### src/rtl/image_contrast_auto_ctrl.sv
// Auto-contrast gain controller: accumulates frame luma, then at each frame start
// divides target*256*count by the luma sum to produce a 9-bit gain code (256 = 1.0).
module image_contrast_auto_ctrl (
  input  logic        clk,
  input  logic        reset,
  input  logic        enable,
  input  logic [7:0]  target_luma,
  input  logic        vs_in,
  input  logic        hs_in,
  input  logic        valid_i,
  input  logic [23:0] img_data_i,
  output logic [8:0]  adjust_val,
  output logic        adjust_valid,
  output logic        busy
);

  typedef enum logic [1:0] {IDLE, LOAD, DIV, DONE} state_t;

  localparam logic [21:0] CNT_MAX  = '1;
  localparam logic [5:0]  LAST_BIT = 6'd37;

  state_t      state, state_nxt;

  logic [15:0] y_mac;
  logic [7:0]  y_q;
  logic        y_vld;

  logic        vs_prev;
  logic        vs_rise;
  logic [31:0] sum, sum_add;
  logic [21:0] count, cnt_add;

  logic [31:0] snap_sum;
  logic [21:0] snap_cnt;
  logic [7:0]  snap_tgt;
  logic        snap_en;
  logic        snap_pend;

  logic [37:0] dvd;
  logic [31:0] rem;
  logic [32:0] rem_sh;
  logic        rem_ge;
  logic [5:0]  iter;

  logic        unused_hs;
  assign unused_hs = hs_in;

  assign busy = (state != IDLE);

  always_comb begin
    y_mac = 16'd77  * {8'd0, img_data_i[23:16]}
          + 16'd150 * {8'd0, img_data_i[15:8]}
          + 16'd29  * {8'd0, img_data_i[7:0]};
  end

  always_ff @(posedge clk or posedge reset) begin
    if (reset) begin
      y_q   <= '0;
      y_vld <= 1'b0;
    end else begin
      y_q   <= y_mac[15:8];
      y_vld <= valid_i & ~vs_in;
    end
  end

  // The pixel still in the luma stage belongs to the closing frame, so it is
  // folded into the snapshot rather than leaking into the next frame.
  always_comb begin
    sum_add = sum;
    cnt_add = count;
    if (y_vld && (count != CNT_MAX)) begin
      sum_add = sum + {24'd0, y_q};
      cnt_add = count + 22'd1;
    end
  end

  assign vs_rise = vs_in & ~vs_prev;

  always_ff @(posedge clk or posedge reset) begin
    if (reset) begin
      vs_prev   <= 1'b0;
      sum       <= '0;
      count     <= '0;
      snap_sum  <= '0;
      snap_cnt  <= '0;
      snap_tgt  <= '0;
      snap_en   <= 1'b0;
      snap_pend <= 1'b0;
    end else begin
      vs_prev   <= vs_in;
      snap_pend <= 1'b0;
      if (vs_rise) begin
        sum   <= '0;
        count <= '0;
        if (state == IDLE) begin
          snap_sum  <= sum_add;
          snap_cnt  <= cnt_add;
          snap_tgt  <= target_luma;
          snap_en   <= enable;
          snap_pend <= (cnt_add != '0);
        end
      end else begin
        sum   <= sum_add;
        count <= cnt_add;
      end
    end
  end

  always_ff @(posedge clk or posedge reset) begin
    if (reset) state <= IDLE;
    else       state <= state_nxt;
  end

  always_comb begin
    state_nxt = state;
    case (state)
      IDLE:    if (snap_pend) state_nxt = LOAD;
      LOAD:    state_nxt = DIV;
      DIV:     if (iter == LAST_BIT) state_nxt = DONE;
      DONE:    state_nxt = IDLE;
      default: state_nxt = IDLE;
    endcase
  end

  always_comb begin
    rem_sh = {rem, dvd[37]};
    rem_ge = (rem_sh >= {1'b0, snap_sum});
  end

  // Restoring division: dvd shifts out dividend bits and shifts in quotient bits.
  always_ff @(posedge clk or posedge reset) begin
    if (reset) begin
      dvd          <= '0;
      rem          <= '0;
      iter         <= '0;
      adjust_val   <= 9'd256;
      adjust_valid <= 1'b0;
    end else begin
      adjust_valid <= 1'b0;
      case (state)
        LOAD: begin
          dvd  <= 38'({snap_tgt, 8'h00}) * 38'(snap_cnt);
          rem  <= '0;
          iter <= '0;
        end
        DIV: begin
          iter <= iter + 6'd1;
          if (rem_ge) begin
            rem <= 32'(rem_sh - {1'b0, snap_sum});
            dvd <= {dvd[36:0], 1'b1};
          end else begin
            rem <= rem_sh[31:0];
            dvd <= {dvd[36:0], 1'b0};
          end
        end
        DONE: begin
          adjust_valid <= 1'b1;
          if (!snap_en)
            adjust_val <= 9'd256;
          else if ((snap_sum == '0) || (dvd > 38'd511))
            adjust_val <= 9'd511;
          else
            adjust_val <= dvd[8:0];
        end
        default: ;
      endcase
    end
  end

endmodule

### config.mk
export PLATFORM = sky130hd
export DESIGN_NAME = image_contrast_auto_ctrl
export DESIGN_NICKNAME = d
export VERILOG_FILES = /design/src/rtl/image_contrast_auto_ctrl.sv
export SDC_FILE = /design/constraint.sdc
export NUM_CORES = 1
export LEC_CHECK = 0
export BUFFER_PORTS_ARGS = -buffer_cell sky130_fd_sc_hd__buf_4
export CORE_MARGIN = 5
export CORE_UTILIZATION = 28
export DETAILED_ROUTE_END_ITERATION = 12
export PLACE_DENSITY = 0.54
export SLEW_MARGIN = 10
export SYNTH_ARGS = -nofsm -noshare
export SYNTH_HDL_FRONTEND = slang
export SYNTH_SLANG_ARGS = --single-unit
### constraint.sdc
create_clock -name clk -period 8.21 [get_ports clk]
set_input_delay 1.642 -clock clk [delete_from_list [all_inputs] [get_ports clk]]
set_output_delay 1.642 -clock clk [all_outputs]
set_load 0.01 [all_outputs]
-- Word-level counts from Yosys, hierarchy flattened
Cells that the tools add are included.
- add/subtract/negate cells: 6
- multipliers: 4
- magnitude comparators: 2
- equality and inequality tests: 7
- muxes and demuxes: 17
- bitwise gates (word level): 4
- reduce and logical (&&, ||, !) cells: 9
- operator list (cell ; count):
    $mux W32 ; 3
    $pmux W38 S2 ; 1
    $pmux W32 S2 ; 1
    $mux W22 ; 2
    $gt A38 B9 Y1 const B ; 1
    $ge A33 B32 Y1 ; 1
    $add A32 B8 Y32 ; 1
    $logic_not A32 Y1 ; 1
    $sub A32 B32 Y32 ; 1
    $mul A7 B8 Y15 const A ; 2
    $mul A8 B22 Y30 ; 1
    $add A22 B1 Y22 const B ; 1
    $ne A22 B22 Y1 const B ; 1
    $reduce_bool A22 Y1 ; 1
    $mux W9 ; 2
    $add A15 B16 Y16 ; 1
    $add A16 B13 Y16 ; 1
    $mul A5 B8 Y13 const A ; 1
    $pmux W6 S2 ; 1
    $pmux W2 S4 ; 1
    $add A6 B1 Y6 const B ; 1
    $eq A6 B6 Y1 const B ; 1
    $eq A2 B2 Y1 const B ; 2
    $mux W1 ; 4
    10 further kinds ; 16
- register bits after elaboration: 216
- input port bits: 38
- output and inout bits: 11
- word-level logic and storage cells: 65

-- Depth between registers and ports, before layout
Gate-level depths: netlist of run 1.
- depth in word-level cells: 6
- gate-level depth with buffers: 26
- mapped depth without buffers: 26

-- Worst setup path after synthesis of run 1
OpenSTA, ideal clock, no wires.
- path kind: input-to-reg
- start point: in img_data_i[12]
- end point: reg y_q[7]
- setup time: 0.080 ns
- arrival time: 7.364 ns
- data required time: 8.130 ns
- setup slack: 0.766 ns
- stages on the path: 22
- buffers on the path: 0
- path through: ha_1 ha_1 inv_1 fa_1 fa_1 inv_1 ha_1 xnor2_1 fa_1 fa_1 inv_1 fa_1 fa_1 inv_1 ha_1 a31o_2 a41oi_1 o21ai_0 nor4_1 nor3_1 a21oi_1 xnor2_1
- cells in the longest elaborated chain, start to end: 3
- RTL lines (what ; line ; RTL):
    start: declaration ; 11 ; input logic [23:0] img_data_i,
    $mul A7 B8 Y15 ; 52 ; + 16'd150 * {8'd0, img_data_i[15:8]}
    $add A15 B16 Y16 ; 52 ;
    $add A16 B13 Y16 ; 53 ; + 16'd29 * {8'd0, img_data_i[7:0]};
    via y_mac[15] ; 24 ; logic [15:0] y_mac;
    end signal: assignment ; 61 ; y_q <= y_mac[15:8];
    end: declaration ; 25 ; logic [7:0] y_q;
The timed path passes the listed nets, and every way through them passes these cells.
A chain may end at the register's enable or synchronous reset.

-- Worst setup path after layout of run 1
Ends and elaborated chain as after synthesis.

==> reports/results.ini, run 1 <==
[outcome]
status=finished clean

[finish]
multiInputGateArea_um2=13010
area_delta_synth_final_pct=10.82
drive_gt1_share_pct=6.276
n_antenna_cell=0
final_cells=3139
regArea_um2=5406
most-common-layout-cells=297 x inv_1, 215 x dfrtp_1, 211 x nand2_1, 178 x ha_1, 177 x fa_1
final_common_cell=inv_1
nFillCells=7312
nets=2574

[timing]
post-route-min-period_ps=7327
min_period_over_period_pct=89.25
hold_violations=0
tightest_slew_ps=999.5
drv_slew=0
skew_ps=14.21
fin_setup_tns_ps=0
max_slew_margin_pct=33.37
rsz0062_at_grt=false
timing.fmax_mhz=136.5
finalSetupViolCount=0
fin_ws_ps=882.9

[global_route]
antenna_found_initial=0
grt_max_degree=101
overflow=0
track_usage_pct=12.18
first_global_vias=15610
grt_pass1_wl_um=80140

[synth]
synth_area_um2=19900
syn_nets=2583
syn_area_per_cell_um2=9.096
synth_warnings=0
synth_edf_count=0
async_flop_share_pct=100.0
synth_cell_type_count=75
synth_cells=2188
ys.flop_type=dfrtp_1
seq_area_frac_synth_pct=27.16
yosys_register_bits=216

[place]
io_buffers=47
place.gp.congestion=0.8302
numPlacedInstances=3091
place_hpwl_um=35400
place_ws_ps=271.2

[route]
first_pass_iters=5
route.met2.wl_um=22260
top_layer=met4
drc_errors=0
wl_per_cell_um=14.83
ant_nets=0
wl_um=46560
viasPerCell=4.759
dr_wl_met3_um=1192
met1_length_um=21970
num_vias=14940
drt_iter0_drc=682

[setup_path]
r2r_cells=17
cp_cell_sequence=buf_4 -> ha_1 -> ha_1 -> inv_1 -> fa_1 -> fa_1 -> inv_1 -> ha_1 -> xnor2_1 -> fa_1 -> fa_1 -> inv_1 -> fa_1 -> fa_1 -> inv_1 -> ha_1 -> a31o_2 -> a41oi_1 -> o21ai_0 -> nor4_1 -> nor3_1 -> a21oi_1 -> xnor2_1
crit_top_cell=fa_1
slowest_stage=fa_1
worstPathMaxFanout=4
end_kind=register
critPathMaxStageDelay_ps=540
crit_required_ps=8690
crit_path_start_kind=input port
reg2reg_to=dvd[32]
reg2reg_from=snap_tgt[7]
critPathKind=in2reg
crit_arrival_ps=7810
r2r_slack_ps=2330

[cts]
cts_made_buffers=26
post-cts-setup-buffer-count=0
cts_sinks=216
path_clk_slew_ps=60
clockBufferDepth=3
cts-resized-gates=0
insertion_delay_ps=560
hold_buffers=0
clockRootBuffer=clkbuf_16
h-tree-depth=1
cts_tree=yes

[hold_path]
holdCritStartpoint=adjust_val[8]
min_to=adjust_val[8]
hp-class=reg2reg
holdPathStages=2

[die]
die-area_um2=76510
core_um2=70270
io_pins=49
initial_core_util_pct=28.32
die_w_um=276.6
die_y_um=276.6
placementRows=97

[pwr]
p_per_area_nw_per_um2=384.9
p_leak_nw=10.50
worst_ir_drop_vdd_mv=0.2069

[job]
cap_violations=0

-- power by group --
group / internal (mW) / switching [mW] / total [mW] / leakage, nW
registers: 1.37 / 0.410 / 1.78 / 2.86
clock network: 0.727 / 0.478 / 1.21 / 0.438
logic: 2.35 / 3.15 / 5.50 / 7.20
total: 4.45 / 4.03 / 8.49 / 10.5
-- layer usage --
layer  GRT usage (%)  vias to the layer above
met2           20.92                      189
met5               0                        -
met4           2.778                        0
met1           16.61                     7414
met3           1.366                       64
li1                -                     7271
-- logic make-up after synthesis --
kind of cell	after synthesis	synth area share, %
multiplexers	41	2.144
flip-flops	216	27.16
AND/OR/NAND/NOR	660	16.09
XOR/XNOR	104	4.577
AO/OA/AOI/OAI	417	13.25
buffers and inverters	393	7.657
adder cells (fa/ha/maj)	357	29.12
-- critical path: cells and delay by family --
kind	cells	cell delay [ps]
fa+ha+maj	10	4240
compound gates	4	890
xor+xnor	2	370
simple gates	2	350
buf+inv	5	310
-- through the flow --
step,power (mW),utilization (%),hold slack (ps),cell area [um^2]
finish,8.489,31.39,506.2,22060
CTS,8.643,31.39,506.7,22060
floorplan,6.078,-,471.7,19900
detailed placement,7.361,30.10,493.5,21150
global placement,7.259,30.10,495.0,21150
global route,9.493,31.39,539.1,22060
-- layout make-up --
cell class / instances / share of cell area, %
clock buffer: 38 / 3.381
inverter: 298 / 5.106
clock inverter: 10 / 0.7091
sequential: 216 / 24.51
tap: 940 / 5.332
timing repair buffer: 58 / 1.974
multi-input combinational: 1579 / 58.99
-- sequential cells by signal, summed over array words and instances (netlist names), 6 cells and up --
register / flops
snap_sum: 32
sum: 32
snap_cnt: 22
rem: 32
y_q: 8
snap_tgt: 8
iter: 6
adjust_val: 9
dvd: 38
count: 22
-- how the worst max path moves through the flow --
| stage | end | from | slack, ps | depth (start not counted) |
|---|---|---|---|---|
| after floorplan | adjust_val[0] | reset | 660 | 1 |
| after global placement | y_q[7] | img_data_i[12] | 300 | 23 |
| after detailed placement | y_q[7] | img_data_i[12] | 270 | 23 |
| after CTS | y_q[7] | img_data_i[12] | 860 | 23 |
| after global routing | y_q[7] | img_data_i[12] | 560 | 23 |
| final | y_q[7] | img_data_i[12] | 880 | 23 |
-- synth_stat cells, drive strengths merged (4+ instances only) --
master | number | area (um^2)
and2 | 94 | 588.1
or2 | 4 | 25.02
xnor2 | 56 | 490.5
o221ai | 4 | 53.80
o22ai | 11 | 68.82
a22o | 7 | 61.31
mux2 | 13 | 146.4
o21bai | 10 | 75.07
nor3 | 23 | 120.1
nand3b | 6 | 45.04
o21a | 17 | 127.6
ha | 180 | 2252
a211o | 4 | 35.03
nor2b | 13 | 81.33
or3 | 13 | 81.33
mux2i | 28 | 280.3
o2bb2ai | 11 | 102.6
o21ai | 134 | 670.6
nand3 | 57 | 285.3
nand4 | 26 | 168.9
a31o | 4 | 35.03
fa | 177 | 3543
nor2 | 143 | 536.8
and4 | 6 | 52.55
nor4 | 19 | 118.9
o31ai | 7 | 52.55
buf | 17 | 112.6
nand2b | 11 | 68.82
a211oi | 19 | 152.6
or4 | 4 | 30.03
a21oi | 101 | 505.5
o211ai | 18 | 140.1
inv | 298 | 1119
dfrtp | 215 | 5380
xor2 | 48 | 420.4
nand2 | 213 | 807.0
a31oi | 8 | 50.05
a21boi | 5 | 37.54
clkbuf | 78 | 292.8
a21o | 33 | 247.7
and3 | 20 | 125.1
(Power assumes the default switching activity.)
==> inputs of run 2 (changes only) <==
CORE_UTILIZATION = 35   (was 28)
PLACE_DENSITY = 0.62   (was 0.54)
==> run 2 against run 1 <==
Against the previous run: global-route usage grew 2.6 points; clock-buffer cell count decreased by 2; via count grew 0.91%; die area fell by 19%; design area fell by 1.2%; wire length down 3.2%; first-iteration DRC count increased by 31%; total power hardly changed; core utilization increased by 7.3 points.
==> reports/results.ini, run 2 (same netlist as run 1, synthesis figures left out) <==
[die]
die_y_um=248.5
io_pins=49
initial_core_util_pct=35.30
core_um2=56390
die_w_um=248.5
die-area_um2=61730
placementRows=87

[timing]
timing.fmax_mhz=138.0
drv_slew=0
finalSetupViolCount=0
max_slew_margin_pct=21.52
hold_violations=0
rsz0062_at_grt=false
skew_ps=20.19
fin_setup_tns_ps=0
min_period_over_period_pct=88.29
fin_ws_ps=961.3
fin_hold_ws_ps=510.0
post-route-min-period_ps=7249
tightest_slew_ps=1147

[route]
drt_iter0_drc=896
num_vias=15070
wl_um=45080
first_pass_iters=5
ant_nets=0
drc_errors=0
wl_per_cell_um=15.28
viasPerCell=5.108

[cts]
post-cts-setup-buffer-count=0
cts_sinks=216
cts_tree=yes
cts-resized-gates=0
insertion_delay_ps=560
hold_buffers=0
clockBufferDepth=3
clockRootBuffer=clkbuf_16
cts_made_buffers=25
path_clk_slew_ps=60
h-tree-depth=1

[place]
numPlacedInstances=2905
place_hpwl_um=33860
place.gp.congestion=0.9163
place_ws_ps=338.1
io_buffers=47

[finish]
final_cells=2951
nFillCells=5697
largest_reg_flops=38
nets=2571
drive_gt1_share_pct=6.059
top_register=dvd
area_delta_synth_final_pct=9.524
final_common_cell=inv_1
most-common-layout-cells=297 x inv_1, 215 x dfrtp_1, 211 x nand2_1, 178 x ha_1, 177 x fa_1
n_antenna_cell=0

[global_route]
grt_pass1_wl_um=78980
first_global_vias=16040
grt_max_degree=145
overflow=0
antenna_found_initial=0
track_usage_pct=14.74

[setup_path]
critPathMaxStageDelay_ps=540
crit_arrival_ps=7740
crit_required_ps=8700
path_delay_family=adder cells
critPathKind=in2reg
cp_num_buf_inv=5
r2r_slack_ps=2340
cp_cell_sequence=buf_4 -> ha_1 -> ha_1 -> inv_1 -> fa_1 -> fa_1 -> inv_1 -> ha_1 -> xnor2_1 -> fa_1 -> fa_1 -> inv_1 -> fa_1 -> fa_1 -> inv_1 -> ha_1 -> a31o_2 -> a41oi_1 -> o21ai_0 -> nor4_1 -> nor3_1 -> a21oi_1 -> xnor2_1
end_kind=register
worstPathMaxFanout=4
crit_top_cell=fa_1
crit_path_start_kind=input port
slowest_stage=fa_1

[hold_path]
hp-class=reg2reg

[pwr]
p_per_area_nw_per_um2=389.5
p_leak_nw=10.48
worst_ir_drop_vdd_mv=0.2780

[job]
cap_violations=0

[outcome]
status=finished clean

run 2: final cells by class:
cell class              count  area (um^2)  area share (%)
clock buffers              36        696.9           3.197
clock inverters            10        192.7          0.8839
multi-input cells        1579        13010           59.68
flip-flops and latches    216         5406           24.80
repair buffers             56        420.4           1.929
well taps                 756        945.9           4.339
inverters                 298         1126           5.166
run 2: stage by stage:
| step | utilization [%] | cell area [um^2] | total power, mW |
|---|---|---|---|
| 2_1_floorplan | - | 19900 | 6.078 |
| 3_3_place_gp | 37.08 | 20910 | 7.178 |
| 3_5_place_dp | 37.08 | 20910 | 7.308 |
| 4_1_cts | 38.66 | 21800 | 8.591 |
| 5_1_grt | 38.66 | 21800 | 9.475 |
| 6_report | 38.66 | 21800 | 8.491 |
run 2: power by group:
part / switching [mW] / leakage [nW] / internal, mW / total (mW)
logic: 3.14 / 7.19 / 2.35 / 5.48
clock network: 0.469 / 0.431 / 0.750 / 1.22
registers: 0.417 / 2.86 / 1.37 / 1.79
run 2: worst paths after layout:
check / startpoint / endpoint / depth (start not counted)
worst max-delay path: img_data_i[12] / y_q[7] / 23
worst min-delay path: snap_sum[18] / snap_sum[18] / 2
worst max register to register: snap_tgt[7] / dvd[32] / 17
worst min register to register: snap_sum[18] / snap_sum[18] / 2
max in group asynchronous: reset / dvd[17] / 3
min in group asynchronous: reset / vs_prev / 2
run 2: worst register-to-register path, stage by stage (launching register included):
cell	delay, ps
dfrtp_1	690
and2_1	350
fa_1	540
inv_1	60
fa_1	530
fa_1	530
fa_1	560
inv_1	50
ha_1	340
or2_2	290
a31oi_1	290
o211a_1	200
a21oi_1	70
a31o_2	310
a31oi_1	320
nor2_1	110
or4_1	500
nand3_1	90
run 2: per-layer routing:
metal	vias up	wire (um)	global-route usage, %
li1	7249	-	-
met5	-	0	0
met3	58	1430	1.714
met1	7534	20520	19.64
met4	0	907	2.980
met2	233	22220	26.03
